<file path="src/rtl/fetch_sequencer.sv">
// Front-end pipeline control: sequences fetch/decode enables, flushes and branch
// redirects through start, run, branch flush, memory stall, halt drain and halted.
module fetch_sequencer #(
    parameter int FLUSH_CYCLES = 2,
    parameter int DRAIN_CYCLES = 3,
    parameter int CNT_WIDTH    = 16
) (
    input  logic                 clk,
    input  logic                 rst,
    input  logic                 start,
    input  logic                 halt_detect,
    input  logic                 branch_taken,
    input  logic [31:0]          branch_target,
    input  logic                 hazard_load,
    input  logic                 ext_stall,
    output logic                 fetch_en,
    output logic                 decode_en,
    output logic                 flush_if_id,
    output logic                 flush_id_ex,
    output logic                 branch_flag,
    output logic [31:0]          branch_addr,
    output logic                 running,
    output logic                 halted,
    output logic [CNT_WIDTH-1:0] stall_count
);

    typedef enum logic [2:0] {IDLE, RUN, FLUSH, STALL, DRAIN, HALTED} state_t;

    localparam logic [15:0] FLUSH_LOAD = 16'(FLUSH_CYCLES - 1);
    localparam logic [15:0] DRAIN_LOAD = 16'(DRAIN_CYCLES - 1);
    // A single wrong-path slot is fully covered by the branch cycle's own flushes.
    localparam state_t BRANCH_NEXT = (FLUSH_CYCLES == 1) ? RUN : FLUSH;

    state_t      state, state_next;
    logic [15:0] flush_cnt, flush_cnt_next;
    logic [15:0] drain_cnt, drain_cnt_next;
    logic        stall_inc;

    function automatic logic [CNT_WIDTH-1:0] sat_inc(input logic [CNT_WIDTH-1:0] v);
        return (&v) ? v : v + CNT_WIDTH'(1);
    endfunction

    always_ff @(posedge clk or negedge rst) begin
        if (!rst) begin
            state       <= IDLE;
            flush_cnt   <= '0;
            drain_cnt   <= '0;
            stall_count <= '0;
        end else begin
            state     <= state_next;
            flush_cnt <= flush_cnt_next;
            drain_cnt <= drain_cnt_next;
            if (stall_inc)
                stall_count <= sat_inc(stall_count);
        end
    end

    always_comb begin
        state_next     = state;
        flush_cnt_next = flush_cnt;
        drain_cnt_next = drain_cnt;
        stall_inc      = 1'b0;
        fetch_en       = 1'b0;
        decode_en      = 1'b0;
        flush_if_id    = 1'b0;
        flush_id_ex    = 1'b0;
        branch_flag    = 1'b0;
        running        = 1'b0;
        halted         = 1'b0;

        case (state)
            IDLE: begin
                if (start)
                    state_next = RUN;
            end
            RUN: begin
                running   = 1'b1;
                fetch_en  = 1'b1;
                decode_en = 1'b1;
                if (branch_taken) begin
                    branch_flag    = 1'b1;
                    flush_if_id    = 1'b1;
                    flush_id_ex    = 1'b1;
                    state_next     = BRANCH_NEXT;
                    flush_cnt_next = FLUSH_LOAD;
                end else if (ext_stall) begin
                    fetch_en   = 1'b0;
                    decode_en  = 1'b0;
                    state_next = STALL;
                end else if (hazard_load) begin
                    fetch_en    = 1'b0;
                    decode_en   = 1'b0;
                    flush_id_ex = 1'b1;
                    stall_inc   = 1'b1;
                end else if (halt_detect) begin
                    fetch_en       = 1'b0;
                    flush_if_id    = 1'b1;
                    state_next     = DRAIN;
                    drain_cnt_next = DRAIN_LOAD;
                end
            end
            FLUSH: begin
                // Halt and load-use requests here come from wrong-path instructions.
                running     = 1'b1;
                fetch_en    = 1'b1;
                decode_en   = 1'b1;
                flush_if_id = 1'b1;
                if (branch_taken) begin
                    branch_flag    = 1'b1;
                    flush_id_ex    = 1'b1;
                    state_next     = BRANCH_NEXT;
                    flush_cnt_next = FLUSH_LOAD;
                end else if (ext_stall) begin
                    fetch_en  = 1'b0;
                    decode_en = 1'b0;
                end else if (flush_cnt == 16'd0) begin
                    state_next = RUN;
                end else begin
                    flush_cnt_next = flush_cnt - 16'd1;
                end
            end
            STALL: begin
                running   = 1'b1;
                stall_inc = 1'b1;
                if (!ext_stall)
                    state_next = RUN;
            end
            DRAIN: begin
                decode_en   = 1'b1;
                flush_if_id = 1'b1;
                if (branch_taken) begin
                    // An older instruction redirected, so the halt was wrong-path.
                    fetch_en       = 1'b1;
                    branch_flag    = 1'b1;
                    flush_id_ex    = 1'b1;
                    state_next     = BRANCH_NEXT;
                    flush_cnt_next = FLUSH_LOAD;
                end else if (ext_stall) begin
                    decode_en = 1'b0;
                end else if (drain_cnt == 16'd0) begin
                    state_next = HALTED;
                end else begin
                    drain_cnt_next = drain_cnt - 16'd1;
                end
            end
            HALTED: begin
                halted = 1'b1;
                if (start)
                    state_next = RUN;
            end
            default: state_next = IDLE;
        endcase
    end

    assign branch_addr = branch_flag ? branch_target : 32'd0;

endmodule

</file>
<file path="config.mk">
export PLATFORM = sky130hd
export DESIGN_NAME = fetch_sequencer
export DESIGN_NICKNAME = d
export VERILOG_FILES = /design/src/rtl/fetch_sequencer.sv
export SDC_FILE = /design/constraint.sdc
export NUM_CORES = 1
export LEC_CHECK = 0
export BUFFER_PORTS_ARGS = -buffer_cell sky130_fd_sc_hd__buf_4
export CAP_MARGIN = 10
export CORE_UTILIZATION = 56
export CTS_CLUSTER_SIZE = 16
export DETAILED_ROUTE_END_ITERATION = 6
export HOLD_SLACK_MARGIN = 0.1
export PLACE_DENSITY = 0.95
export SYNTH_ARGS = -nofsm -noshare
export SYNTH_HDL_FRONTEND = slang
export SYNTH_SLANG_ARGS = --single-unit
</file>
<file path="constraint.sdc">
create_clock -name clk -period 4.7 [get_ports clk]
set_input_delay 0.235 -clock clk [delete_from_list [all_inputs] [get_ports clk]]
set_output_delay 0.235 -clock clk [all_outputs]
set_load 0.02 [all_outputs]
</file>
==> qor.txt, run 1 <==
outcome -> finished, final reports clean
EDFF count, synth -> 0
Worst Reg-to-Reg Cells -> 6
top cells by count, synth -> dfrtp_1 (51), and2_1 (33), a21oi_1 (28)
io pins -> 94
Hold WC Path Type -> input pin to flip-flop
largest net degree at the start of global routing -> 52
worst-path cell chain -> or3_1 > nand4_1 > inv_2 > o22ai_1 > or4_1 > a21oi_1
PwrDens -> 585 nW/um^2
vias in the first global route -> 2,811
FP Rows -> 27
Diodes inserted -> 0
Setup Skew -> 0.0101 ns
top cells by area, synth -> dfrtp_1 (40%), and2_1 (6.4%), a21oi_1 (4.4%)
total CTS buffers -> 5
clock sink total -> 51
Cell Area, Synth -> 3210 sq um
crit path time final -> 3.15 ns
Area Overhead vs Synth -> 26.1%
DRC -> 0
worst-skew pair later-pin latency -> 0.31 ns
drt pass-1 iters -> 4
sequential-to-total area share from yosys stat -> 0.397
Worst Hold Path EP -> state[1]$_DFFE_PN0P_
GP Congestion -> 0.828
fraction of layout cells with a size suffix above 1 -> 0.251
FFs w/ async S/R, synth -> 1.00
yosys warns -> 0
Avg WL per Cell -> 15.4 um
Initial Utilization -> 0.584
grt total ovfl -> 0
setup tns final -> 0 ns
syn_area_per_cell -> 8.85 sq um
post-synth top area share -> 0.397
Pins Over Slew Limit -> 0
Worst setup EP type -> flip-flop
area leader, netlist -> dfrtp_1
origin of the worst min-delay path -> branch_taken
GR Layer Usage met2 -> 0.458
Yosys cell types -> 62
GR Util met3 -> 0.0329
die area -> 6050 sq um
DPL Wire Length -> 5740 um
Seq cells post-synth -> 51
initial antenna violation count -> 0
vias -> 3,066
startpoint types -> flip-flop
worst IR drop on VDD -> 382 uV
CTS tree -> yes
Setup Viol. Count Final -> 0
Pwr Total -> 2.37 mW
final hold viol count -> 0
GRT met1 Usage -> 0.339
Post-Synthesis Cells -> 363
core area -> 5510 sq um
busiest grt layer -> met2
Tot GR Track Use -> 0.265
CTS H-Tree Depth -> 2
Vias/cell -> 5.91
reg2reg setup slack -> 1.55 ns
first-pass GRT wire length -> 12,800 um
fmax -> 317 MHz
Syn Nets -> 406
Data arrival, critical path -> 3.37 ns
Port Buf Inserts -> 93
die height -> 77.8 um
Slew HR -> 0.249
# nets final -> 489
Die W -> 77.8 um
Routed WL -> 7990 um
crit path max fanout -> 47
Worst-Margin Slew -> 1.12 ns
CP max-delay cell -> dfrtp_1
most common cell in the netlist -> dfrtp_1
initial drt markers -> 225
Synth Flop Type -> dfrtp_1
fin crit share -> 0.671
Worst Hold Depth -> 3
CTS root buf -> clkbuf_8
Lkg Pwr -> 1.89 nW
CTS max path bufs -> 2
DRT antenna net count -> 0
reg-to-reg critical path endpoint -> flush_cnt[8]$_DFFE_PN0P_
Critical Path Max Stage Delay -> 0.75 ns
Worst Path Required -> 4.92 ns
post_cts resized -> 0
Max-Cap Viols -> 0
reg2reg start -> state[1]$_DFFE_PN0P_
# Post-CTS Setup Buffers -> 0
clk slew on worst S/H paths -> 0.09 ns
WS Path Type -> flip-flop to flip-flop
RSZ-0062 raised after global routing -> false
## critical path: cells and delay by family (launching register included)
| family | cells | cell delay, ns |
|---|---|---|
| buffers and inverters | 1 | 0.61 |
| AO/OA/AOI/OAI | 2 | 0.61 |
| AND/OR/NAND/NOR | 3 | 1.09 |
| flip-flops | 1 | 0.75 |
## metrics by stage
stage	util	setup WS, ns	instances	hold slack [ns]	area (sq um)
6_report	0.736	1.55	519	0.301	4050
2_1_floorplan	-	2.39	363	-0.0606	3210
4_1_cts	0.736	1.60	519	0.285	4050
3_3_place_gp	0.714	1.88	510	0.295	3930
5_1_grt	0.736	1.27	519	0.345	4050
3_5_place_dp	0.714	1.68	510	0.295	3930
## what timing repair did
| action | in CTS | in global routing |
|---|---|---|
| hold endpoints to repair | 51 | 0 |
| hold buffers | 1 | 0 |
| endpoints found under the setup margin | 0 | 0 |
## power breakdown
group	switching [mW]	leakage (nW)	internal, mW
sequential	0.181	0.672	0.564
clock	0.147	0.0581	0.159
combinational	0.769	1.16	0.549
## cell families (layout without fill, tap and decap cells)
kind of cell             after synthesis  after routing  share of synthesized area
AO/OA/AOI/OAI                         82             82                      0.162
XOR/XNOR                              19             19                     0.0518
adder cells (fa/ha/maj)                4              4                     0.0156
buffers and inverters                 28            112                     0.0343
flip-flops                            51             51                      0.397
multiplexers                           4              4                     0.0132
AND/OR/NAND/NOR                      175            175                      0.326
## routing by layer
metal,up-vias,routed length [um]
met1,1456,3400
met3,17,421
met2,101,4000
li1,1492,-
met4,0,165
met5,-,0
## cell type report
type	instances	area [sq um]
clock inverters	3	43.8
clock buffers	5	68.8
flip-flops and latches	51	1280
repair buffers	94	708
well taps	72	90.1
inverters	10	37.5
fillers	412	1450
multi-input cells	284	1830
## worst max path at each step
| stage | endpoint | cells past startpoint | slack [ns] | startpoint |
|---|---|---|---|---|
| 6_report | flush_cnt[8]$_DFFE_PN0P_ | 6 | 1.55 | state[1]$_DFFE_PN0P_ |
| 2_1_floorplan | drain_cnt[15]$_DFFE_PN0P_ | 6 | 2.39 | drain_cnt[4]$_DFFE_PN0P_ |
| 4_1_cts | flush_cnt[8]$_DFFE_PN0P_ | 6 | 1.60 | state[1]$_DFFE_PN0P_ |
| 5_1_grt | flush_cnt[8]$_DFFE_PN0P_ | 6 | 1.27 | state[1]$_DFFE_PN0P_ |
| 3_3_place_gp | flush_cnt[8]$_DFFE_PN0P_ | 6 | 1.88 | state[1]$_DFFE_PN0P_ |
| 3_5_place_dp | flush_cnt[8]$_DFFE_PN0P_ | 6 | 1.68 | state[1]$_DFFE_PN0P_ |
## registers in the layout (all words and copies together), names as in the netlist
register and count:
stall_count 16, drain_cnt 16, state 3, flush_cnt 16
## cell usage in the layout, fill, tap and decap left out, types with 2 or more instances in the layout
cell type  synthesis  layout
and2_1            33      33
a31o_1             2       2
dfrtp_1           51      51
a211oi_1           2       2
nor2_1            21      21
buf_4              0      93
nand2b_1           6       6
o21ai_1            9       9
ha_1               4       4
nand4_1            7       7
o41ai_1            2       2
or4b_1             4       4
o311ai_0           2       2
or4_1             12      12
xor2_1             8       8
and3_1             8       8
nor4_2             2       2
inv_1              9       9
xnor2_1           11      11
o21a_1             2       2
nand2_1           21      21
o21ai_0           10      10
nor4_1             4       4
nor3b_1            4       4
nor3_1            10      10
or4b_2             2       2
a22o_1             2       2
clkbuf_8           0       5
mux2i_1            2       2
nor2b_1            6       6
a21oi_1           28      28
a31oi_1            2       2
or3_1             17      17
o31ai_1            5       5
o211ai_1           3       3
nand3_1            8       8
(Power assumes the default switching activity.)
==> inputs of run 2 (changes only) <==
--- a/config.mk
+++ b/config.mk
@@ -5,13 +5,14 @@
 export SDC_FILE = /design/constraint.sdc
 export NUM_CORES = 1
 export LEC_CHECK = 0
+export ABC_AREA = 1
 export BUFFER_PORTS_ARGS = -buffer_cell sky130_fd_sc_hd__buf_4
 export CAP_MARGIN = 10
-export CORE_UTILIZATION = 56
+export CORE_UTILIZATION = 54
 export CTS_CLUSTER_SIZE = 16
 export DETAILED_ROUTE_END_ITERATION = 6
 export HOLD_SLACK_MARGIN = 0.1
-export PLACE_DENSITY = 0.95
+export PLACE_DENSITY = 0.92
 export SYNTH_ARGS = -nofsm -noshare
 export SYNTH_HDL_FRONTEND = slang
 export SYNTH_SLANG_ARGS = --single-unit
==> constraint.sdc (replaced) <==
create_clock -name clk -period 3.1 [get_ports clk]
set_input_delay 0.155 -clock clk [delete_from_list [all_inputs] [get_ports clk]]
set_output_delay 0.155 -clock clk [all_outputs]
set_load 0.02 [all_outputs]
==> run 2 against run 1 <==
Compared with the run above:
- register-to-register slack got worse by 0.60 ns
- hold slack got worse by 0.13 ns
- design area increased by 13%
- clock power increased by 68%
- flip-flop and latch count unchanged
- largest cell class unchanged
- critical path type is now flip-flop to output port
==> qor.txt, run 2 <==
CP max-delay cell -> inv_1 (was dfrtp_1)
Worst setup EP type -> output port (was flip-flop)
area leader, netlist -> dfrtp_1 (unchanged)
WL met2 -> 4680 um (was 4000 um)
clock sink total -> 51 (unchanged)
die area -> 7290 sq um (was 6050 sq um)
Critical Path Max Stage Delay -> 0.66 ns (was 0.75 ns)
Syn Nets -> 645 (was 406)
CTS tree -> yes (unchanged)
outcome -> finished, final reports clean (unchanged)
total CTS buffers -> 5 (unchanged)
crit path time final -> 2.77 ns
die height -> 85.4 um (was 77.8 um)
initial drt markers -> 291 (was 225)
Initial Utilization -> 0.556 (was 0.584)
Setup Skew -> 0.00629 ns (was 0.0101 ns)
DPL Wire Length -> 7070 um (was 5740 um)
most common cell after layout, fill and taps aside -> nand2_1 (was buf_4)
Worst Path Buf+Inv -> 2 (was 1)
final hold viol count -> 0 (unchanged)
RSZ-0062 raised after global routing -> false (unchanged)
setup tns final -> 0 ns (unchanged)
fraction of layout cells with a size suffix above 1 -> 0.179 (was 0.251)
Pins Over Slew Limit -> 0 (unchanged)
largest registers -> drain_cnt: 16 flops, flush_cnt: 16 flops, stall_count: 16 flops (unchanged)
worst IR drop on VDD -> 577 uV (was 382 uV)
Tot GR Track Use -> 0.266 (was 0.265)
Hold WC Path Type -> input pin to flip-flop (unchanged)
fillcell total -> 567 (was 412)
Setup Viol. Count Final -> 0 (unchanged)
Area Overhead vs Synth -> 21.8% (was 26.1%)
FFs w/ async S/R, synth -> 1.00 (unchanged)
Yosys cell types -> 32 (was 62)
io pins -> 94 (unchanged)
worst-path cell chain -> nor2_4 > nand2_4 > nand2_2 > nor2_2 > nor2_1 > inv_1 > o21ai_0 > buf_4 (was or3_1 > nand4_1 > inv_2 > o22ai_1 > or4_1 > a21oi_1)
post_cts resized -> 0 (unchanged)
initial antenna violation count -> 0 (unchanged)
Port Buf Inserts -> 93 (unchanged)
top cells by area, synth -> dfrtp_1 (34%), nand2_1 (20%), nor2_1 (11%) (was dfrtp_1 (40%), and2_1 (6.4%), a21oi_1 (4.4%))
# Post-CTS Setup Buffers -> 0 (unchanged)
DRC -> 0 (unchanged)
Data arrival, critical path -> 2.61 ns (was 3.37 ns)
startpoint types -> flip-flop (unchanged)
DR WL met3 -> 676 um (was 421 um)
sequential-to-total area share from yosys stat -> 0.340 (was 0.397)
PwrDens -> 981 nW/um^2 (was 585 nW/um^2)
CTS root buf -> clkbuf_8 (unchanged)
wl on met1 -> 4000 um (was 3400 um)
drt pass-1 iters -> 5 (was 4)
Routed WL -> 9510 um (was 7990 um)
DRT antenna net count -> 0 (unchanged)
Diodes inserted -> 0 (unchanged)
EDFF count, synth -> 0 (unchanged)
Lkg Pwr -> 2.64 nW (was 1.89 nW)
Vias/cell -> 5.23 (was 5.91)
syn_area_per_cell -> 6.24 sq um (was 8.85 sq um)
Avg WL per Cell -> 12.4 um (was 15.4 um)
CTS max path bufs -> 2 (unchanged)
WS Path Type -> flip-flop to output port (was flip-flop to flip-flop)
Worst-Margin Slew -> 0.886 ns (was 1.12 ns)
Worst Path Required -> 2.94 ns (was 4.92 ns)
GP Congestion -> 0.976 (was 0.828)
Synth Flop Type -> dfrtp_1 (unchanged)
CP delay by family, top -> buffers and inverters (was simple AND/OR/NAND/NOR gates)
Max-Cap Viols -> 0 (unchanged)
top sig layer -> met4 (unchanged)
Slew HR -> 0.409 (was 0.249)
Post-Synthesis Cells -> 602 (was 363)
CTS H-Tree Depth -> 2 (unchanged)
Cell Area, Synth -> 3750 sq um (was 3210 sq um)
fin crit share -> 0.892
post-synth top area share -> 0.340 (was 0.397)
crit path max fanout -> 33 (was 47)
largest net degree at the start of global routing -> 52 (unchanged)
FP Rows -> 30 (was 27)
yosys warns -> 0 (unchanged)
most common cell in the netlist -> nand2_1 (was dfrtp_1)
worst-skew pair later-pin latency -> 0.32 ns (was 0.31 ns)
commonest non-fill, non-tap cells in the layout -> nand2_1 (198), nor2_1 (111), buf_4 (93) (was buf_4 (93), dfrtp_1 (51), and2_1 (33))
dpl cell area -> 4440 sq um (was 3930 sq um)
clk slew on worst S/H paths -> 0.10 ns (was 0.09 ns)
core area -> 6760 sq um (was 5510 sq um)
vias in the first global route -> 3,583 (was 2,811)
grt total ovfl -> 0 (unchanged)
cts hold-fix bufs -> 1 (unchanged)
Die W -> 85.4 um (was 77.8 um)
first-pass GRT wire length -> 15,600 um (was 12,800 um)
# nets final -> 731 (was 489)
fin area -> 4570 sq um (was 4050 sq um)
fmax -> 362 MHz
Seq cells post-synth -> 51 (unchanged)
top cells by count, synth -> nand2_1 (198), nor2_1 (111), inv_1 (80) (was dfrtp_1 (51), and2_1 (33), a21oi_1 (28))
vias -> 4,021 (was 3,066)
[run 2: cell types whose count changed in the layout (fill, tap and decap cells not counted), moves of 24 or more]
cell / before / now
a21oi_1: 28 / 4
inv_1: 9 / 80
nand2_1: 21 / 198
and2_1: 33 / 0
nand3_1: 8 / 54
nor2_1: 21 / 111
[run 2: final timing paths]
kind | startpoint | slack, ns | cells past startpoint | end
max in group asynchronous | rst | 2.27 | 2 | stall_count[6]$_DFFE_PN0P_
min in group asynchronous | rst | 0.40 | 2 | flush_cnt[10]$_DFFE_PN0P_
min reg2reg | flush_cnt[0]$_DFFE_PN0P_ | 0.50 | 2 | flush_cnt[0]$_DFFE_PN0P_
max reg2reg | state[0]$_DFFE_PN0P_ | 0.95 | 8 | drain_cnt[4]$_DFFE_PN0P_
min | branch_taken | 0.17 | 4 | flush_cnt[3]$_DFFE_PN0P_
max | state[0]$_DFFE_PN0P_ | 0.33 | 8 | flush_id_ex
[run 2: where the power goes]
part | switching (mW) | internal (mW)
clock | 0.245 | 0.266
sequential | 0.234 | 0.856
combinational | 1.90 | 0.980
[run 2: through the flow]
step            util  hold slack [ns]  worst slack [ns]  power, mW  cells
3_3_place_gp   0.657            0.218             0.855       3.83    760
2_1_floorplan      -           -0.141              1.13       3.22    602
6_report       0.677            0.174             0.334       4.48    769
4_1_cts        0.677            0.166             0.343       4.47    769
3_5_place_dp   0.657            0.233             0.720       3.94    760
5_1_grt        0.677            0.193            0.0963       4.89    769
[run 2: cell type report]
class                           count  area [sq um]  share of cell area
Multi-Input combinational cell    450          2040               0.447
Sequential cell                    51          1280               0.279
Timing Repair Buffer               94           708               0.155
Inverter                           86           323              0.0706
Tap cell                           80           100              0.0219
Clock buffer                        6          82.6              0.0181
Clock inverter                      2          38.8             0.00848
[run 2: logic make-up (layout without fill, tap and decap cells)]
kind of cell,after synthesis,after routing,synth area share
and+or+nand+nor,398,398,0.445
buffers and inverters,101,188,0.115
DFF,51,51,0.340
AOI/OAI and AO/OA,29,29,0.0420
xor gates and xnor gates,19,19,0.0443
adders and majority gates,4,4,0.0133
[run 2: worst reg2reg max path: cells and delay by family, from the launching register on]
kind                   cells  cell delay (ns)
AND/OR/NAND/NOR            5             0.62
flip-flops                 1             0.51
AO/OA/AOI/OAI              1             0.48
buffers and inverters      2             0.45
[run 2: per-layer routing]
metal,vias up,global-route usage
li1,2008,-
met1,1831,0.328
met2,165,0.478
met3,17,0.0428
met4,0,0.0818
met5,-,0
